--- config.mk ---
export PLATFORM = sky130hd
export DESIGN_NAME = pipe_stall_ctrl
export DESIGN_NICKNAME = d
export VERILOG_FILES = /design/src/rtl/pipe_ctrl_pkg.sv /design/src/rtl/pipe_stall_ctrl_timer.sv /design/src/rtl/pipe_stall_ctrl.sv
export SDC_FILE = /design/constraint.sdc
export NUM_CORES = 1
export LEC_CHECK = 0
export ABC_CLOCK_PERIOD_IN_PS = 1950
export CAP_MARGIN = 20
export CORE_MARGIN = 2
export CORE_UTILIZATION = 42
export CTS_CLUSTER_SIZE = 28
export DETAILED_ROUTE_END_ITERATION = 16
export PLACE_DENSITY_LB_ADDON = 0.08
export SETUP_SLACK_MARGIN = 0.02
export SLEW_MARGIN = 20
export SYNTH_ARGS = -nofsm -noshare
export SYNTH_HDL_FRONTEND = slang
export SYNTH_SLANG_ARGS = --single-unit
--- constraint.sdc ---
create_clock -name clk -period 1.95 [get_ports clk]
set_clock_uncertainty 0.15 [all_clocks]
set_input_delay 0.2925 -clock clk [delete_from_list [all_inputs] [get_ports clk]]
set_output_delay 0.2925 -clock clk [all_outputs]
set_load 0.02 [all_outputs]
--- src/rtl/pipe_ctrl_pkg.sv ---
// pipe_ctrl_pkg: state encoding, control bundle and default parameters
// shared by the pipeline stall controller and its timer.
package pipe_ctrl_pkg;

  localparam int unsigned MEM_TIMEOUT_DEF  = 255;
  localparam int unsigned DRAIN_CYCLES_DEF = 3;
  localparam int unsigned TMR_W            = 16;

  typedef enum logic [2:0] {
    ST_RUN      = 3'd0,
    ST_MEM_WAIT = 3'd1,
    ST_DRAIN    = 3'd2,
    ST_HALTED   = 3'd3,
    ST_ERROR    = 3'd4
  } state_e;

  typedef struct packed {
    logic pc_write;
    logic ifid_write;
    logic exmem_write;
    logic ifid_flush;
    logic idex_bubble;
    logic memwb_bubble;
  } ctrl_t;

  localparam ctrl_t CTRL_IDLE   = 6'b000_000;
  localparam ctrl_t CTRL_RUN    = 6'b111_000;
  localparam ctrl_t CTRL_FREEZE = 6'b000_001;
  localparam ctrl_t CTRL_BRANCH = 6'b111_110;
  localparam ctrl_t CTRL_LDUSE  = 6'b001_010;
  localparam ctrl_t CTRL_HALT   = 6'b001_000;
  localparam ctrl_t CTRL_DRAIN  = 6'b001_010;

  function automatic logic counts_stall(state_e s);
    return (s != ST_HALTED) && (s != ST_ERROR);
  endfunction

endpackage

--- src/rtl/pipe_stall_ctrl_timer.sv ---
// stall_timer: loadable up-counter with clear, enable and a terminal-count
// flag; clear has priority over load, load over count.
module stall_timer
  import pipe_ctrl_pkg::*;
#(
  parameter int unsigned W = TMR_W
) (
  input  logic         clk,
  input  logic         rst_n,
  input  logic         clr,
  input  logic         load,
  input  logic [W-1:0] load_val,
  input  logic         en,
  input  logic [W-1:0] limit,
  output logic         tc
);

  logic [W-1:0] cnt_d;
  logic [W-1:0] cnt_q;

  always_comb begin
    cnt_d = cnt_q;
    if (clr) begin
      cnt_d = '0;
    end else if (load) begin
      cnt_d = load_val;
    end else if (en) begin
      cnt_d = cnt_q + W'(1);
    end
  end

  always_ff @(posedge clk or negedge rst_n) begin
    if (!rst_n) begin
      cnt_q <= '0;
    end else begin
      cnt_q <= cnt_d;
    end
  end

  assign tc = (cnt_q == limit);

endmodule

--- src/rtl/pipe_stall_ctrl.sv ---
// pipe_stall_ctrl: hazard/stall/flush/halt controller for a 5-stage pipe.
// Performance counters are built only when STALL_PERF_CNT_EN is defined.
module pipe_stall_ctrl
  import pipe_ctrl_pkg::*;
#(
  parameter int unsigned MEM_TIMEOUT  = MEM_TIMEOUT_DEF,
  parameter int unsigned DRAIN_CYCLES = DRAIN_CYCLES_DEF
) (
  input  logic        clk,
  input  logic        rst_n,
  input  logic        load_use,
  input  logic        branch_taken,
  input  logic        dmem_req,
  input  logic        dmem_ready,
  input  logic        halt_req,
  input  logic        resume,
  output logic        pc_write,
  output logic        ifid_write,
  output logic        exmem_write,
  output logic        ifid_flush,
  output logic        idex_bubble,
  output logic        memwb_bubble,
  output logic [2:0]  state,
  output logic        halted,
  output logic        bus_error,
  output logic [31:0] stall_cycles,
  output logic [31:0] flush_count
);

  localparam logic [TMR_W-1:0] MEM_LIM = TMR_W'(MEM_TIMEOUT - 1);
  localparam logic [TMR_W-1:0] DRN_LIM = TMR_W'(DRAIN_CYCLES);

  state_e state_q, state_d;
  logic   ret_drain_q, ret_drain_d;
  ctrl_t  ctl;

  logic mem_stall;
  logic ev_mem, ev_br, ev_lu, ev_halt;
  logic mem_clr, mem_en, mem_tc;
  logic drn_load, drn_en, drn_tc;

  assign mem_stall = dmem_req & ~dmem_ready;
  assign ev_mem    = mem_stall;
  assign ev_br     = ~mem_stall & branch_taken;
  assign ev_lu     = ~mem_stall & ~branch_taken & load_use;
  assign ev_halt   = ~mem_stall & ~branch_taken & ~load_use & halt_req;

  always_comb begin
    state_d     = state_q;
    ret_drain_d = ret_drain_q;
    ctl         = CTRL_IDLE;
    mem_clr     = 1'b0;
    mem_en      = 1'b0;
    drn_load    = 1'b0;
    drn_en      = 1'b0;
    unique case (state_q)
      ST_RUN: begin
        unique case (1'b1)
          ev_mem: begin
            ctl         = CTRL_FREEZE;
            mem_clr     = 1'b1;
            ret_drain_d = 1'b0;
            state_d     = ST_MEM_WAIT;
          end
          ev_br:   ctl = CTRL_BRANCH;
          ev_lu:   ctl = CTRL_LDUSE;
          ev_halt: begin
            ctl      = CTRL_HALT;
            drn_load = 1'b1;
            state_d  = ST_DRAIN;
          end
          default: ctl = CTRL_RUN;
        endcase
      end
      ST_MEM_WAIT: begin
        mem_en = 1'b1;
        if (dmem_ready) begin
          ctl     = CTRL_RUN;
          state_d = ret_drain_q ? ST_DRAIN : ST_RUN;
        end else begin
          ctl = CTRL_FREEZE;
          if (mem_tc) begin
            state_d = ST_ERROR;
          end
        end
      end
      ST_DRAIN: begin
        // the drain timer holds its count while memory is outstanding
        if (mem_stall) begin
          ctl         = CTRL_FREEZE;
          mem_clr     = 1'b1;
          ret_drain_d = 1'b1;
          state_d     = ST_MEM_WAIT;
        end else begin
          ctl    = CTRL_DRAIN;
          drn_en = 1'b1;
          if (drn_tc) begin
            state_d = ST_HALTED;
          end
        end
      end
      ST_HALTED: begin
        if (resume) begin
          state_d = ST_RUN;
        end
      end
      ST_ERROR: state_d = ST_ERROR;
      default:  state_d = ST_RUN;
    endcase
  end

  always_ff @(posedge clk or negedge rst_n) begin
    if (!rst_n) begin
      state_q     <= ST_RUN;
      ret_drain_q <= 1'b0;
    end else begin
      state_q     <= state_d;
      ret_drain_q <= ret_drain_d;
    end
  end

  stall_timer #(.W(TMR_W)) u_mem_tmr (
    .clk      (clk),
    .rst_n    (rst_n),
    .clr      (mem_clr),
    .load     (1'b0),
    .load_val ('0),
    .en       (mem_en),
    .limit    (MEM_LIM),
    .tc       (mem_tc)
  );

  // drain count starts at 1 so it names the drain cycle in progress
  stall_timer #(.W(TMR_W)) u_drn_tmr (
    .clk      (clk),
    .rst_n    (rst_n),
    .clr      (1'b0),
    .load     (drn_load),
    .load_val (TMR_W'(1)),
    .en       (drn_en),
    .limit    (DRN_LIM),
    .tc       (drn_tc)
  );

`ifdef STALL_PERF_CNT_EN
  logic [31:0] stall_d, stall_q;
  logic [31:0] flush_d, flush_q;
  logic        stall_inc, flush_inc;

  always_comb begin
    stall_inc = ~ctl.pc_write & counts_stall(state_q);
    flush_inc = (state_q == ST_RUN) & ev_br;
    stall_d   = stall_q + {31'd0, stall_inc};
    flush_d   = flush_q + {31'd0, flush_inc};
  end

  always_ff @(posedge clk or negedge rst_n) begin
    if (!rst_n) begin
      stall_q <= '0;
      flush_q <= '0;
    end else begin
      stall_q <= stall_d;
      flush_q <= flush_d;
    end
  end

  assign stall_cycles = stall_q;
  assign flush_count  = flush_q;
`else
  assign stall_cycles = '0;
  assign flush_count  = '0;
`endif

  assign pc_write     = ctl.pc_write;
  assign ifid_write   = ctl.ifid_write;
  assign exmem_write  = ctl.exmem_write;
  assign ifid_flush   = ctl.ifid_flush;
  assign idex_bubble  = ctl.idex_bubble;
  assign memwb_bubble = ctl.memwb_bubble;
  assign state        = state_q;
  assign halted       = (state_q == ST_HALTED);
  assign bus_error    = (state_q == ST_ERROR);

endmodule

==> impl_metrics.env, run 1 <==
export IMPL_status="finished with violations"
export IMPL_violations="negative setup slack"
export IMPL_synth_async_sr_flop_share_pct=100
export IMPL_nNetsFinal=360
export IMPL_cts_tree="done"
export IMPL_path_clk_slew_ns=0.08
export IMPL_drv_cap=0
export IMPL_synth_cell_types=40
export IMPL_yosysWarnings=0
export IMPL_path_cells="buf_6 -> or3b_4 -> or4_4 -> buf_4 -> buf_6 -> xor2_1 -> nor2_1"
export IMPL_wl_met3_um=219
export IMPL_final_max_slew_violation_count=0
export IMPL_grt_start_max_net_pins=19
export IMPL_cpMaxStageDelayCell="dfrtp_2"
export IMPL_first_global_vias=1828
export IMPL_syn_to_final_growth_pct=24.1
export IMPL_start_util_pct=42.9
export IMPL_rsz0062_at_grt="true"
export IMPL_max_stage_delay_ns=0.45
export IMPL_root_buffer="clkbuf_8"
export IMPL_cts_sinks=36
export IMPL_reg2regPathDepth=7
export IMPL_port_buffers=18
export IMPL_clk_path_buf_depth=2
export IMPL_cts_buffers=5
export IMPL_core_region_area_um2=5850
export IMPL_synthCells=288
export IMPL_grt_total_usage_pct=17.0
export IMPL_p_per_area_nw_per_um2=1030
export IMPL_clkLatencyLatePin_ns=0.29
export IMPL_wirelength_mm=5.48
export IMPL_ys_top_cells_by_count="buf_4 (65), dfrtp_1 (36), nor2_1 (23), a21oi_1 (15), nor4_1 (15)"
export IMPL_route_met2_wl_mm=2.54
export IMPL_antenna_left=0
export IMPL_reg2reg_slack_ns=-0.13
export IMPL_yosysSeqAreaShare_pct=35.9
export IMPL_fin_ws_ns=-0.127
export IMPL_cp_common_cell="buf_6"
export IMPL_dp_hpwl_mm=3.91
export IMPL_first_pass_iters=4
export IMPL_dr_total_vias=2059
export IMPL_yosysTopAreaCell="dfrtp_1"
export IMPL_place_ws_ns=-0.520
export IMPL_synth_edf_count=0
export IMPL_final_area_um2=3110
export IMPL_synth_most_common_cell="buf_4"
export IMPL_fin_crit_ns=2.08
export IMPL_die_width_um=81.3
export IMPL_max_freq_mhz=481
export IMPL_routed_top_layer="met4"
export IMPL_critPathKind="reg2reg"
export IMPL_ys_ff_latch=36
export IMPL_startpoint_type="flip-flop"
export IMPL_grt_remaining_overflow=0
export IMPL_finalHoldViolations=0
export IMPL_setup_viol=10
export IMPL_postPlaceCellArea_um2=2780
export IMPL_min_path_type="in2async"
export IMPL_avgRoutedWirePerCell_um=12.9
export IMPL_antenna_found_initial=0
export IMPL_ir_drop_v=0.000633
export IMPL_yosys_most_used_dff="dfrtp_1"
export IMPL_synth_top_cell_area_share_pct=35.9
export IMPL_place_inst=405
export IMPL_rr_endpoint="u_mem_tmr.cnt_q[11]"
export IMPL_avgSynthCellArea_um2=8.71
export IMPL_worstPathRequired_ns=1.97
export IMPL_synth_area_um2=2510
export IMPL_die_h_um=81.3
export IMPL_first_iter_violations=76
export IMPL_drc_errors=0
export IMPL_finalNonFillerCells=425
export IMPL_n_antenna_cell=0
export IMPL_grt_pass1_wl_mm=8.64
export IMPL_final_layout_size_suffix_gt1_share_pct=29.4
export IMPL_die_area_um2=6600
export IMPL_post_route_period_util_pct=107
export IMPL_r2r_start="state[2]"
export IMPL_rows=28
export IMPL_cp_max_fo=5
export IMPL_whs_ns=0.322
export IMPL_gp_congestion=0.739
export IMPL_wl_met1_mm=2.68
export IMPL_viasPerCell=4.84
export IMPL_cp_end_kind="flip-flop"
export IMPL_worstPathArrival_ns=2.10
export IMPL_synthTopCellsByArea="dfrtp_1 (36%), buf_4 (19%), xnor2_1 (4.2%)"
export IMPL_h_tree_depth=2
export IMPL_pin_count=83
export IMPL_p_leak_nw=1.41
worst max-delay path, delay by kind of cell, from the launching register on:
kind	cells	cell delay, ns
buffers and inverters	3	0.39
flip-flops	1	0.45
XOR/XNOR	1	0.11
AND/OR/NAND/NOR	3	0.87
layout make-up:
type / count / area (µm²)
multi-input combinational: 231 / 1440
sequential: 36 / 905
inverter: 8 / 30.0
timing repair buffer: 67 / 552
tap: 75 / 93.8
fill: 554 / 2740
clock buffer: 7 / 86.3
clock inverter: 1 / 7.51
state kept, by name (all words and copies together) (netlist names):
signal,count
ret_drain_q,1
u_mem_tmr.cnt_q,16
state,3
u_drn_tmr.cnt_q,16
timing repair:
action / in CTS / in global routing
resized for setup: 46 / 37
pin swaps: 7 / 10
setup endpoints to repair: 25 / 23
endpoints found under the hold margin: 14 / 0
hold buffers: 1 / 0
setup buffers: 4 / 7
kinds of logic after synthesis:
| group | share of synthesized area [%] |
|---|---|
| other | 0.150 |
| adders and majority gates | 1.50 |
| buffers and inverters | 22.4 |
| DFF | 35.9 |
| xor gates and xnor gates | 5.24 |
| muxes | 1.30 |
| AOI/OAI and AO/OA | 8.33 |
| and+or+nand+nor | 25.2 |
per-stage QoR:
stage                     TNS [ns]  total power [mW]  util (%)
after floorplan             -0.796              1.99         -
after global placement       -7.30              2.44      47.5
after detailed placement     -7.73              2.45      47.5
after CTS                   -0.590              3.05      50.4
after global routing         -1.66              3.41      53.2
final                       -0.823              3.19      53.2
worst max path at each step:
| stage | from | end | cells past startpoint |
|---|---|---|---|
| after global placement | dmem_req | memwb_bubble | 5 |
| after detailed placement | dmem_req | memwb_bubble | 5 |
| after global routing | state[2] | u_mem_tmr.cnt_q[13] | 5 |
| after CTS | state[2] | u_mem_tmr.cnt_q[13] | 5 |
| after floorplan | state[1] | u_mem_tmr.cnt_q[15] | 5 |
| final | state[2] | u_mem_tmr.cnt_q[11] | 7 |
report_power, final:
part	internal (mW)	switching [mW]
Clock	0.287	0.274
Combinational	0.735	0.779
Sequential	0.916	0.201
Total	1.94	1.25
layer usage:
metal  vias to the layer above  global-route usage, %
li1                       1001                      -
met1                      1002                   23.2
met2                        54                   27.0
met3                         2                   3.67
met4                         0                   4.75
met5                         -                      0
cell usage in the layout (no fill, tap or decap), drive strengths merged, types with 5 or more instances in the layout:
cell type,count
conb,64
dfrtp,36
o21ai,6
buf,56
nor4,15
inv,8
a21oi,15
xnor2,12
or4,9
nand4,9
nor2,23
nand2,14
nor3b,5
clkbuf,8
o31ai,7
or3,7
nand3,11
Power figures use the tool's default switching activity.
==> run 2: changes to the inputs <==
ABC_CLOCK_PERIOD_IN_PS = 2100   (was 1950)
CAP_MARGIN = unset   (was 20)
CORE_UTILIZATION = 46   (was 42)
SLEW_MARGIN = 0   (was 20)
clock period = 2.1 ns   (was 1.95 ns; I/O delays follow)
==> impl_metrics.env, run 2 (synthesis gave the netlist of run 1 again) <==
export IMPL_status="finished with violations"
export IMPL_violations="negative setup slack"
export IMPL_port_buffers=18
export IMPL_drc_errors=0
export IMPL_finalNonFillerCells=400
export IMPL_post_route_period_util_pct=101
export IMPL_antenna_found_initial=0
export IMPL_cpMaxStageDelayCell="dfrtp_2"
export IMPL_die_width_um=77.8
export IMPL_whs_ns=0.302
export IMPL_n_antenna_cell=0
export IMPL_start_util_pct=48.5
export IMPL_wl_met1_mm=2.47
export IMPL_drv_cap=0
export IMPL_fin_crit_ns=2.13
export IMPL_r2r_start="state[1]"
export IMPL_wirelength_mm=5.16
export IMPL_grt_remaining_overflow=0
export IMPL_min_path_type="in2async"
export IMPL_path_cells="buf_6 -> or3b_4 -> or4_4 -> or3_1 -> a21oi_1"
export IMPL_grt_start_max_net_pins=37
export IMPL_max_stage_delay_ns=0.45
export IMPL_die_area_um2=6060
export IMPL_place_inst=388
export IMPL_worstPathRequired_ns=2.16
export IMPL_fin_ws_ns=-0.0287
export IMPL_cts_tree="done"
export IMPL_syn_to_final_growth_pct=17.6
export IMPL_viasPerCell=5.00
export IMPL_p_leak_nw=1.31
export IMPL_routed_top_layer="met4"
export IMPL_rows=26
export IMPL_clk_path_buf_depth=2
export IMPL_cp_end_kind="flip-flop"
export IMPL_nNetsFinal=340
export IMPL_h_tree_depth=2
export IMPL_max_freq_mhz=470
export IMPL_antenna_left=0
export IMPL_grt_total_usage_pct=17.2
export IMPL_worstPathArrival_ns=2.19
export IMPL_cts_buffers=5
export IMPL_crit_start="state[1]"
export IMPL_first_iter_violations=80
export IMPL_grt_pass1_wl_mm=8.42
export IMPL_critPathKind="reg2reg"
export IMPL_path_clk_slew_ns=0.07
export IMPL_final_max_slew_violation_count=0
export IMPL_total_power_mw=2.95
export IMPL_pin_count=83
export IMPL_p_per_area_nw_per_um2=999
export IMPL_fillers=489
export IMPL_core_region_area_um2=5170
export IMPL_dp_hpwl_mm=3.62
export IMPL_wl_met3_um=234
export IMPL_postPlaceCellArea_um2=2670
export IMPL_cts_sinks=36
export IMPL_rsz0062_at_grt="true"
export IMPL_die_h_um=77.8
export IMPL_cts_hold_buf=0
export IMPL_cp_max_fo=7
export IMPL_first_pass_iters=6
export IMPL_clkLatencyLatePin_ns=0.28
export IMPL_final_cell_mix="conb_1 (64), dfrtp_1 (33), nor2_1 (23), buf_4 (23), nand2_1 (14)"
export IMPL_dr_total_vias=2001
export IMPL_final_layout_size_suffix_gt1_share_pct=23.0
export IMPL_cp_top_family="simple AND/OR/NAND/NOR gates"
export IMPL_ir_drop_v=0.000567
export IMPL_route_met2_wl_mm=2.38
export IMPL_final_common_cell="conb_1"
export IMPL_gp_congestion=0.812
export IMPL_finalHoldViolations=0
export IMPL_final_area_um2=2950
export IMPL_root_buffer="clkbuf_8"
export IMPL_avgRoutedWirePerCell_um=12.9
export IMPL_first_global_vias=1748
export IMPL_startpoint_type="flip-flop"
export IMPL_cp_num_buf_inv=1
export IMPL_setup_viol=2
export IMPL_post_route_util_pct=57.0
run 2: changes by cell type in the layout (fill, tap and decap cells not counted), sizes merged:
cell and delta:
bufinv +1, buf -23, clkdlybuf4s50 +5, clkinvlp -1, clkbuf +1, dlygate4sd2 -2
dlygate4sd3 -1
run 2: layout make-up:
class | instances | area (µm²) | share of cell area [%]
multi-input combinational | 231 | 1410 | 47.7
sequential | 36 | 905 | 30.7
timing repair buffer | 47 | 393 | 13.3
tap | 70 | 87.6 | 2.97
clock inverter | 1 | 30.0 | 1.02
clock buffer | 7 | 96.3 | 3.27
inverter | 8 | 30.0 | 1.02
run 2: path summary, 6_finish.rpt:
check / end / slack (ns) / depth (start not counted)
setup / recovery: u_mem_tmr.cnt_q[15] / -0.03 / 5
hold / removal: state[2] / 0.30 / 2
setup reg to reg: u_mem_tmr.cnt_q[15] / -0.03 / 5
hold reg to reg: ret_drain_q / 0.36 / 1
max in group asynchronous: state[0] / 1.15 / 2
min in group clk: ret_drain_q / 0.36 / 1
run 2: what timing repair did:
item / in CTS / in global routing
pin swaps: 0 / 19
resized for setup: 30 / 34
cloned: 0 / 0
setup buffers: 1 / 3
setup endpoints to repair: 13 / 16
run 2: layer usage:
metal / vias up / track usage [%]
li1: 965 / -
met1: 955 / 24.7
met2: 75 / 26.7
met3: 6 / 2.56
met4: 0 / 5.36
met5: - / 0
run 2: where the power goes:
| part | internal, mW | total, mW | switching (mW) | leakage (nW) |
|---|---|---|---|---|
| Sequential | 0.851 | 1.04 | 0.190 | 0.484 |
| Combinational | 0.564 | 1.23 | 0.666 | 0.765 |
| Clock | 0.419 | 0.677 | 0.258 | 0.0645 |
run 2: stage by stage:
step / TNS [ns] / worst slack [ns]
floorplan: 0 / 0.0158
global placement: -4.46 / -0.435
detailed placement: -5.13 / -0.458
CTS: -0.00982 / -0.00982
global route: -0.235 / -0.0846
finish: -0.0469 / -0.0287
run 2: worst register-to-register path, delay by kind of cell (launching register included):
family | cells | cell delay, ns
AND/OR/NAND/NOR | 3 | 1.16
flip-flops | 1 | 0.45
buffers and inverters | 1 | 0.15
AO/OA/AOI/OAI | 1 | 0.15
==> run 3: changes to the inputs <==
CORE_MARGIN = 5   (was 2)
PLACE_DENSITY = 0.83   (was unset)
PLACE_DENSITY_LB_ADDON = unset   (was 0.08)
REMOVE_ABC_BUFFERS = 1   (was unset)
==> impl_metrics.env, run 3 (synthesis gave the netlist of run 1 again) <==
export IMPL_cts_buffers=5
export IMPL_final_max_slew_violation_count=0
export IMPL_drc_errors=0
export IMPL_avgRoutedWirePerCell_um=13.8
export IMPL_place_inst=390
export IMPL_finalHoldViolations=0
export IMPL_final_layout_size_suffix_gt1_share_pct=19.2
export IMPL_syn_to_final_growth_pct=14.7
export IMPL_clkLatencyLatePin_ns=0.29
export IMPL_min_path_type="in2async"
export IMPL_combPwrFrac_pct=45.1
export IMPL_first_iter_violations=95
export IMPL_rr_endpoint="u_drn_tmr.cnt_q[13]"
export IMPL_cts_tree="done"
export IMPL_reg2regPathDepth=5
export IMPL_p_seq_share_pct=38.3
export IMPL_worstPathArrival_ns=1.61
export IMPL_drv_cap=0
export IMPL_path_clk_slew_ns=0.07
export IMPL_antenna_left=0
export IMPL_finalNonFillerCells=404
export IMPL_final_common_cell="conb_1"
export IMPL_p_per_area_nw_per_um2=956
export IMPL_antenna_found_initial=0
export IMPL_fillers=438
export IMPL_setup_viol=0
export IMPL_viasPerCell=5.04
export IMPL_max_freq_mhz=483
export IMPL_ir_drop_v=0.000639
export IMPL_start_util_pct=48.2
export IMPL_nNetsFinal=345
export IMPL_multiInputGateArea_um2=1360
export IMPL_die_area_um2=7030
export IMPL_core_region_area_um2=5200
export IMPL_cp_max_fo=4
export IMPL_cp_end_kind="output port"
export IMPL_grt_total_usage_pct=15.5
export IMPL_dr_total_vias=2036
export IMPL_intPower_mw=1.65
export IMPL_n_antenna_cell=0
export IMPL_slew_headroom_pct=66.4
export IMPL_p_clk_share_pct=16.6
export IMPL_first_pass_iters=4
export IMPL_grt_pass1_wl_mm=9.08
export IMPL_grt_remaining_overflow=0
export IMPL_worstPathRequired_ns=1.63
export IMPL_port_buffers=18
export IMPL_cts_hold_buf=0
export IMPL_grt_start_max_net_pins=37
export IMPL_gp_congestion=0.832
export IMPL_critPathKind="in2out"
export IMPL_p_sw_share_pct=40.1
export IMPL_r2r_start="state[2]"
export IMPL_seqCellArea_um2=905
export IMPL_fin_crit_ns=2.07
export IMPL_root_buffer="clkbuf_8"
export IMPL_pin_count=83
export IMPL_rows=26
export IMPL_startpoint_type="input port"
export IMPL_cts_sinks=36
export IMPL_post_route_util_pct=55.3
export IMPL_p_leak_nw=1.30
export IMPL_switchingPower_mw=1.10
export IMPL_first_global_vias=1957
export IMPL_reg2reg_slack_ns=0.05
export IMPL_dp_hpwl_mm=4.11
export IMPL_worstMarginPinSlew_ns=0.491
export IMPL_post_route_period_util_pct=98.7
export IMPL_wirelength_mm=5.59
export IMPL_status="complete, no violations"
export IMPL_final_cell_mix="conb_1 (64), buf_4 (36), dfrtp_1 (33)"
export IMPL_rsz0062_at_grt="true"
export IMPL_clk_path_buf_depth=2
export IMPL_h_tree_depth=2
export IMPL_die_width_um=83.8
export IMPL_die_h_um=83.8
[run 3: cell types whose count changed in the layout (fill, tap and decap cells not counted), moves of 5 or more]
cell,before,now
a21oi_2,8,3
buf_4,23,36
or4_1,2,7
buf_6,6,0
a21oi_1,7,12
or4_4,7,2
[run 3: area by class of cell]
| class | instances | area share, % |
|---|---|---|
| clock buffer | 6 | 2.52 |
| clock inverter | 1 | 0.174 |
| inverter | 8 | 1.04 |
| multi-input combinational | 231 | 47.1 |
| sequential | 36 | 31.4 |
| tap | 70 | 3.04 |
| timing repair buffer | 52 | 14.7 |
[run 3: what timing repair did]
item / in CTS / in global routing
setup endpoints to repair: 18 / 17
gates resized for setup: 33 / 14
pin swaps: 5 / 5
buffers inserted: 1 / 6
[run 3: worst max path at each step]
| stage | startpoint | to | slack [ns] | depth (start not counted) |
|---|---|---|---|---|
| final | dmem_req | exmem_write | 0.03 | 6 |
| after global routing | state[2] | u_drn_tmr.cnt_q[11] | -0.02 | 5 |
| after CTS | dmem_req | ifid_write | 0.01 | 6 |
| after detailed placement | dmem_req | ifid_write | -0.49 | 6 |
| after global placement | dmem_ready | ifid_write | -0.37 | 6 |
| after floorplan | state[0] | u_mem_tmr.cnt_q[13] | -0.33 | 4 |
[run 3: through the flow]
stage	setup slack [ns]	TNS, ns	power, mW	hold WS, ns	instance area, µm²
finish	0.0280	0	2.75	0.298	2880
global route	-0.0210	-0.0832	2.95	0.367	2880
CTS	0.0140	0	2.65	0.315	2790
detailed placement	-0.492	-5.12	2.18	0.368	2680
global placement	-0.369	-3.32	2.14	0.331	2680
floorplan	-0.333	-0.898	1.67	-0.131	2210
[run 3: critical path, cell delays in order]
cell             delay (ns)
clkdlybuf4s50_1        0.48
nor2b_4                0.22
nor2_1                 0.09
a21oi_1                0.15
nor2_1                 0.06
clkdlybuf4s15_1        0.29
[run 3: routing by layer]
| metal | up-vias | routed length, µm | track usage (%) |
|---|---|---|---|
| met5 | - | 0 | 0 |
| met4 | 0 | 79 | 4.97 |
| met3 | 11 | 341 | 3.46 |
| met2 | 81 | 2920 | 27.8 |
| met1 | 971 | 2240 | 18.1 |
| li1 | 973 | - | - |
[run 3: power by group through the flow]
stage | Combinational [mW] | Sequential, mW | Clock [mW]
after global placement | 1.09 | 1.05 | 0
after floorplan | 0.611 | 1.05 | 0
after CTS | 1.13 | 1.05 | 0.467
after detailed placement | 1.13 | 1.06 | 0
final | 1.24 | 1.05 | 0.456
after global routing | 1.36 | 1.08 | 0.502
